**config.mk**
```make
export PLATFORM = sky130hd
export DESIGN_NAME = sequential_unsigned_divider
export DESIGN_NICKNAME = d
export VERILOG_FILES = /design/src/rtl/sequential_unsigned_divider.sv
export SDC_FILE = /design/constraint.sdc
export NUM_CORES = 1
export LEC_CHECK = 0
export BUFFER_PORTS_ARGS = -buffer_cell sky130_fd_sc_hd__buf_2
export CAP_MARGIN = 20
export CORE_MARGIN = 2
export CORE_UTILIZATION = 60
export DETAILED_ROUTE_END_ITERATION = 10
export PLACE_DENSITY = 0.84
export SLEW_MARGIN = 10
export SYNTH_ARGS = -nofsm -noshare
export SYNTH_HDL_FRONTEND = slang
export SYNTH_SLANG_ARGS = --single-unit
```
**constraint.sdc**
```tcl
create_clock -name clk -period 4.3 [get_ports clk]
set_input_delay 0.43 -clock clk [delete_from_list [all_inputs] [get_ports clk]]
set_output_delay 0.43 -clock clk [all_outputs]
set_load 0.005 [all_outputs]
```
**src/rtl/sequential_unsigned_divider.sv**
```systemverilog
// sequential_unsigned_divider: restoring shift-subtract divider producing one
// quotient bit per clock. A division takes WIDTH cycles from the accepted start
// edge to done. The timing does not depend on the data, and divide by zero
// takes the same number of cycles.
//
// Optional feature: define DIV_SIGNED_EN to make the operands two's complement.
// Magnitudes go through the unsigned core. The signs are applied when the result
// is registered. The division truncates toward zero.
//
// Ports:
//   clk, rst_n   clock, asynchronous active-low reset
//   start        request a division (ignored while busy)
//   dividend     numerator, captured on accepted start
//   divisor      denominator, captured on accepted start
//   busy         high while iterating
//   done         result valid, held until next accepted start
//   quotient     registered quotient
//   remainder    registered remainder
//   div_by_zero  captured divisor was zero, valid with done
module sequential_unsigned_divider #(
    parameter int unsigned WIDTH = 8
) (
    input  logic             clk,
    input  logic             rst_n,
    input  logic             start,
    input  logic [WIDTH-1:0] dividend,
    input  logic [WIDTH-1:0] divisor,
    output logic             busy,
    output logic             done,
    output logic [WIDTH-1:0] quotient,
    output logic [WIDTH-1:0] remainder,
    output logic             div_by_zero
);

    localparam int unsigned CNT_W = $clog2(WIDTH);

    typedef enum logic [1:0] {S_IDLE, S_RUN, S_DONE} state_t;

    state_t state, state_nxt;

    // The partial remainder is below 2**(k) after step k, so W-1 bits are
    // enough between steps. The full-width result of the last step goes
    // straight to the output register.
    logic [WIDTH-2:0] rem_r,  rem_nxt;
    logic [WIDTH-1:0] q_r,    q_nxt;
    logic [WIDTH-1:0] dvs_r,  dvs_nxt;
    logic [CNT_W-1:0] cnt_r,  cnt_nxt;
    logic             busy_nxt, done_nxt, dbz_nxt;
    logic [WIDTH-1:0] quo_nxt, rmd_nxt;

    logic             last_c;
    logic [WIDTH-1:0] partial_c;
    logic [WIDTH:0]   diff_c;
    logic             ge_c;
    logic [WIDTH-1:0] rem_step_c;
    logic [WIDTH-1:0] q_step_c;
    logic [WIDTH-1:0] dvd_mag_c, dvs_mag_c;
    logic [WIDTH-1:0] quo_res_c, rem_res_c;

`ifdef DIV_SIGNED_EN
    logic neg_q_r, neg_q_nxt;
    logic neg_r_r, neg_r_nxt;
`endif

    assign last_c = (state == S_RUN) && (cnt_r == CNT_W'(WIDTH - 1));

    // One restoring step. The subtract is one bit wider so the borrow is visible.
    assign partial_c  = {rem_r, q_r[WIDTH-1]};
    assign diff_c     = {1'b0, partial_c} - {1'b0, dvs_r};
    assign ge_c       = ~diff_c[WIDTH];
    assign rem_step_c = ge_c ? diff_c[WIDTH-1:0] : partial_c;
    assign q_step_c   = {q_r[WIDTH-2:0], ge_c};

`ifdef DIV_SIGNED_EN
    // Take the operand magnitudes. The result signs are applied after the last step.
    assign dvd_mag_c = dividend[WIDTH-1] ? -dividend : dividend;
    assign dvs_mag_c = divisor[WIDTH-1]  ? -divisor  : divisor;
    assign quo_res_c = (dvs_r == '0) ? '1 : (neg_q_r ? -q_step_c : q_step_c);
    assign rem_res_c = neg_r_r ? -rem_step_c : rem_step_c;
`else
    assign dvd_mag_c = dividend;
    assign dvs_mag_c = divisor;
    assign quo_res_c = q_step_c;
    assign rem_res_c = rem_step_c;
`endif

    // State register
    always_ff @(posedge clk or negedge rst_n) begin
        if (!rst_n) state <= S_IDLE;
        else        state <= state_nxt;
    end

    // Next-state logic
    always_comb begin
        state_nxt = state;
        case (state)
            S_IDLE, S_DONE: if (start)  state_nxt = S_RUN;
            S_RUN:          if (last_c) state_nxt = S_DONE;
            default:                    state_nxt = S_IDLE;
        endcase
    end

    // Output and datapath next values
    always_comb begin
        rem_nxt  = rem_r;
        q_nxt    = q_r;
        dvs_nxt  = dvs_r;
        cnt_nxt  = cnt_r;
        busy_nxt = busy;
        done_nxt = done;
        quo_nxt  = quotient;
        rmd_nxt  = remainder;
        dbz_nxt  = div_by_zero;
`ifdef DIV_SIGNED_EN
        neg_q_nxt = neg_q_r;
        neg_r_nxt = neg_r_r;
`endif
        case (state)
            S_IDLE, S_DONE: begin
                if (start) begin
                    rem_nxt  = '0;
                    q_nxt    = dvd_mag_c;
                    dvs_nxt  = dvs_mag_c;
                    cnt_nxt  = '0;
                    busy_nxt = 1'b1;
                    done_nxt = 1'b0;
                    dbz_nxt  = 1'b0;
`ifdef DIV_SIGNED_EN
                    neg_q_nxt = dividend[WIDTH-1] ^ divisor[WIDTH-1];
                    neg_r_nxt = dividend[WIDTH-1];
`endif
                end
            end
            S_RUN: begin
                rem_nxt = rem_step_c[WIDTH-2:0];
                q_nxt   = q_step_c;
                cnt_nxt = cnt_r + CNT_W'(1);
                if (last_c) begin
                    busy_nxt = 1'b0;
                    done_nxt = 1'b1;
                    quo_nxt  = quo_res_c;
                    rmd_nxt  = rem_res_c;
                    dbz_nxt  = (dvs_r == '0);
                end
            end
            default: ;
        endcase
    end

    // Datapath and output registers
    always_ff @(posedge clk or negedge rst_n) begin
        if (!rst_n) begin
            rem_r       <= '0;
            q_r         <= '0;
            dvs_r       <= '0;
            cnt_r       <= '0;
            busy        <= 1'b0;
            done        <= 1'b0;
            quotient    <= '0;
            remainder   <= '0;
            div_by_zero <= 1'b0;
`ifdef DIV_SIGNED_EN
            neg_q_r     <= 1'b0;
            neg_r_r     <= 1'b0;
`endif
        end else begin
            rem_r       <= rem_nxt;
            q_r         <= q_nxt;
            dvs_r       <= dvs_nxt;
            cnt_r       <= cnt_nxt;
            busy        <= busy_nxt;
            done        <= done_nxt;
            quotient    <= quo_nxt;
            remainder   <= rmd_nxt;
            div_by_zero <= dbz_nxt;
`ifdef DIV_SIGNED_EN
            neg_q_r     <= neg_q_nxt;
            neg_r_r     <= neg_r_nxt;
`endif
        end
    end

endmodule

```
==> Yosys cells after proc, flatten, opt, wreduce, memory -nomap -nowiden <==
Cells that the tools add are included.
W data, S select, Z words.
{ "op_classes": {"addsub": 2, "eq_ne": 5, "mux": 18, "n_bitwise": 1, "n_reduce_logical": 10} }
{ "op_table": {"columns": ["operator", "count"], "rows": [
  ["$mux W8", 2],
  ["$pmux W8 S2", 1],
  ["$pmux W7 S2", 1],
  ["$sub A8 B8 Y9", 1],
  ["$logic_not A8 Y1", 1],
  ["$reduce_and A2 Y1", 4],
  ["$mux W7", 1],
  ["$pmux W1 S2", 3],
  ["$pmux W3 S2", 1],
  ["$mux W1", 5],
  ["$mux W2", 2],
  ["$ne A2 B2 Y1 const B", 2],
  ["$pmux W2 S2", 1],
  ["$add A3 B1 Y3 const B", 1],
  ["$eq A3 B3 Y1 const B", 1],
  ["$mux W3", 1],
  ["$reduce_and A3 Y1", 1],
  ["$eq A2 B1 Y1 const B", 1],
  ["$eq A2 B2 Y1 const B", 1],
  ["$logic_not A2 Y1", 1],
  ["$reduce_bool A2 Y1", 1],
  ["$reduce_or A2 Y1", 1],
  ["$logic_and A1 B1 Y1", 1],
  ["$not A1 Y1", 1]
]} }
{ "totals": {"register_bits": 47, "out_inout_bits": 19} }

==> Longest topological paths before layout <==
{ "depth": {"ltp_word": 4, "ltp_mapped": 10, "mapped_depth_nobuf": 9} }

==> Worst setup path after synthesis <==
Ideal clock, no wire load.
{ "synth_timing": {"path_type": "reg-to-reg", "startpoint": "register q_r[7]", "endpoint": "register rem_r[4]", "t_arrival_ns": 2.128, "t_required_ns": 4.169, "path_slack_ns": 2.041, "path_stages_with_launch": 11, "n_path_buf": 1, "cell_sequence": "dfrtp_1 inv_1 ha_1 inv_1 fa_1 a211oi_1 nor2_2 o22ai_4 buf_6 mux2i_1 o21ai_1"} }
{ "synth_between": {"elab_chain_len": 3} }
{ "synth_rtl": {"columns": ["item", "line", "rtl"], "rows": [
  ["from (decl)", "45", "logic [WIDTH-1:0] q_r, q_nxt;"],
  ["from (signal assigned)", "168", "q_r <= q_nxt;"],
  ["$sub A8 B8 Y9", "69", "assign diff_c = {1'b0, partial_c} - {1'b0, dvs_r};"],
  ["$mux W8", "71", "assign rem_step_c = ge_c ? diff_c[WIDTH-1:0] : partial_c;"],
  ["$pmux W7 S2", "118", "case (state)"],
  ["to (signal assigned)", "167", "rem_r <= rem_nxt;"],
  ["to (decl)", "44", "logic [WIDTH-2:0] rem_r, rem_nxt;"]
]} }
Every way passes these cells.
A chain may end at the register's enable or synchronous reset.

==> Final worst setup path <==
{ "layout_timing": {"startpoint": "register q_r[7]", "endpoint": "register rem_r[0]"} }
{ "layout_between": {"elab_chain_len": 3} }
{ "layout_rtl": {"columns": ["item", "line"], "rows": [
  ["$sub A8 B8 Y9", "69"],
  ["$mux W8 *", "71"],
  ["$pmux W7 S2 *", "118"]
]} }
Mark *: on every way between the ends. The rest lies on a longest branch, timed or not.

==> impl_metrics.yaml <==
worst_setup_path:
  cp.required_ns: 4.52
  crit_path_start_kind: "flop"
  worstPathArrival_ns: 2.96
  r2r_slack_ns: 1.56
  crit_fanout: 13
  crit_type: "reg -> reg"
  critPathCaptureType: "flop"
placement:
  gp_congestion: 0.990
  hpwlAfterDp_um: 3310
  dpl.cell_count: 310
  port-buffer-count: 37
global_routing:
  antenna_found_initial: 0
  grt_usage: 0.259
  grt_pass1_vias: 1776
  grt_max_degree: 48
  grt_first_pass_wirelength_um: 8290
  gr-total-overflow: 0
layout:
  drive_gt1_frac: 0.218
  layout.cells.non_filler: 319
  antennaDiodeCount: 0
  seq_area_um2: 1180
  nets: 301
  fillers: 294
  area_growth_syn_to_layout_pct: 14.8
  multi_input_area_um2: 1030
timing:
  relSlewSlack: 0.352
  fin_skew_ns: 0.00722
  setup_tns_ns: 0
  worst_pin_slew_ns: 0.970
  whs_ns: 0.309
  timing.fmax_mhz: 365
  rsz0062_at_grt: "no"
  hold_viol: 0
  drv_slew: 0
  finalSetupViolations: 0
  timing.final.crit_share: 0.636
  min_period_ns: 2.74
detailed_routing:
  drt_iter0_drc: 113
  num_vias: 1828
  avgRoutedWirePerCell_um: 15.4
  drt.antenna.violating_nets: 0
  drc: 0
  first_pass_iters: 4
  vias_per_cell: 5.73
  wl_um: 4910
pwr:
  p_sw_frac: 0.423
  ir_drop_mv: 0.526
  p_switching_w: 0.00100
  clkPwrFrac: 0.135
  internal-power_w: 0.00136
  comb_power_share: 0.529
  power_frac_seq: 0.336
  power_density_nw_per_um2: 890
  p_leak_nw: 1.29
floorplan:
  rows: 22
  ios: 38
  chipWidth_um: 66.1
  core_area_um2: 3690
  start_util: 0.628
  die_y_um: 66.1
  dieArea_um2: 4370
logic_synthesis:
  synth_area_leaders: "dfrtp_1, nand2_1, ha_1"
  ys_ff_latch: 47
  ys_top_cells_by_count: "dfrtp_1, nand2_1, o21ai_0"
  ys_warn_count: 0
  ys.flop_type: "dfrtp_1"
  synth_top_area_cell: "dfrtp_1"
  netlist_area_um2: 2310
  synthCells: 235
  synthDominantCellAreaShare: 0.508
  async_reset_ff_frac: 1.00
  synth_most_common_cell: "dfrtp_1"
  yosysSeqAreaShare: 0.508
  synth_edf_count: 0
  ys_types: 42
  synth_nets: 265
  avgSynthCellArea_um2: 9.85
clock_tree:
  cts_max_level: 2
  cts.sinks: 47
  clk_latency_ns: 0.31
  numCtsBuffers: 5
  clkTransAtPathRegs_ns: 0.08
  clock_tree.buffer_depth: 2
  ctsHoldBuffers: 0
  root_buffer: "clkbuf_8"
  cts_tree: "yes"
  cts_setup_buffers: 0
  cts_resized: 0
worst_hold_path:
  hp-class: "in -> reg"
job:
  maxCapViolCount: 0
outcome:
  outcome: "finished, final reports clean"
-- worst paths after layout --
kind                                    start                      end  cells after the start
max reg2reg                q_r[7]$_DFFE_PN0P_     rem_r[0]$_DFFE_PN0P_                      9
min in group asynchronous               rst_n  quotient[5]$_DFFE_PN0P_                      2
max                        q_r[7]$_DFFE_PN0P_     rem_r[0]$_DFFE_PN0P_                      9
min reg2reg                  busy$_DFFE_PN0P_         busy$_DFFE_PN0P_                      2
max in group asynchronous               rst_n     cnt_r[0]$_DFFE_PN0P_                      3
min                                divisor[0]     dvs_r[0]$_DFFE_PN0P_                      3
-- per-layer routing --
layer / track usage / up-vias / part of all wire
met1: 0.347 / 876 / 0.46
met5: 0 / - / 0
li1: - / 893 / -
met2: 0.405 / 47 / 0.47
met4: 0.125 / 0 / 0.026
met3: 0.0477 / 12 / 0.043
-- cell families (layout without fill, tap and decap cells) --
group | after synthesis | count (layout) | share of synthesized area
simple gates | 76 | 76 | 0.148
xor+xnor | 1 | 1 | 0.00378
compound gates | 61 | 61 | 0.168
buf+inv | 25 | 61 | 0.0449
mux | 14 | 14 | 0.0654
fa+ha+maj | 11 | 11 | 0.0627
flops | 47 | 47 | 0.508
-- placed cells by master, fill, tap and decap left out, drive strengths merged, types with 6 or more instances in the layout --
cell,instances
dfrtp,47
nor2,12
o21ai,30
ha,10
buf,40
inv,13
mux2,9
nand2,43
a31oi,6
-- metrics by stage --
stage,area [um^2],total power [W],worst slack (ns),utilization
after CTS,2630,0.00236,1.57,0.712
after floorplan,2310,0.00172,2.04,-
after global placement,2520,0.00198,1.73,0.683
final,2660,0.00236,1.56,0.720
after global routing,2660,0.00258,1.36,0.720
after detailed placement,2520,0.00203,1.64,0.683
-- power by group through the flow --
stage          combinational (W)  clock (W)  sequential (W)
6_report                 0.00125   0.000320        0.000794
3_5_place_dp             0.00123          0        0.000796
4_1_cts                  0.00125   0.000321        0.000792
3_3_place_gp             0.00119          0        0.000791
2_1_floorplan           0.000950          0        0.000774
5_1_grt                  0.00141   0.000340        0.000824
-- worst max-delay path: stages (launching register included) --
cell,delay [ns]
dfrtp_1,0.37
inv_1,0.10
ha_1,0.18
inv_1,0.05
fa_1,0.42
a211oi_1,0.42
nor2_2,0.14
o22ai_4,0.43
mux2_2,0.41
o21ai_0,0.14
-- area by class of cell --
| type | count | share of cell area |
|---|---|---|
| multi-input cells | 163 | 0.390 |
| flip-flops and latches | 47 | 0.443 |
| clock buffers | 5 | 0.0259 |
| inverters | 13 | 0.0184 |
| well taps | 48 | 0.0226 |
| clock inverters | 2 | 0.0141 |
| repair buffers | 41 | 0.0867 |
-- flip-flops by register name, summed over array words and instances, names as in the netlist --
signal / flops
rem_r: 7
remainder: 8
div_by_zero: 1
cnt_r: 3
state: 2
q_r: 8
busy: 1
dvs_r: 8
quotient: 8
done: 1
(Power assumes the default switching activity.)
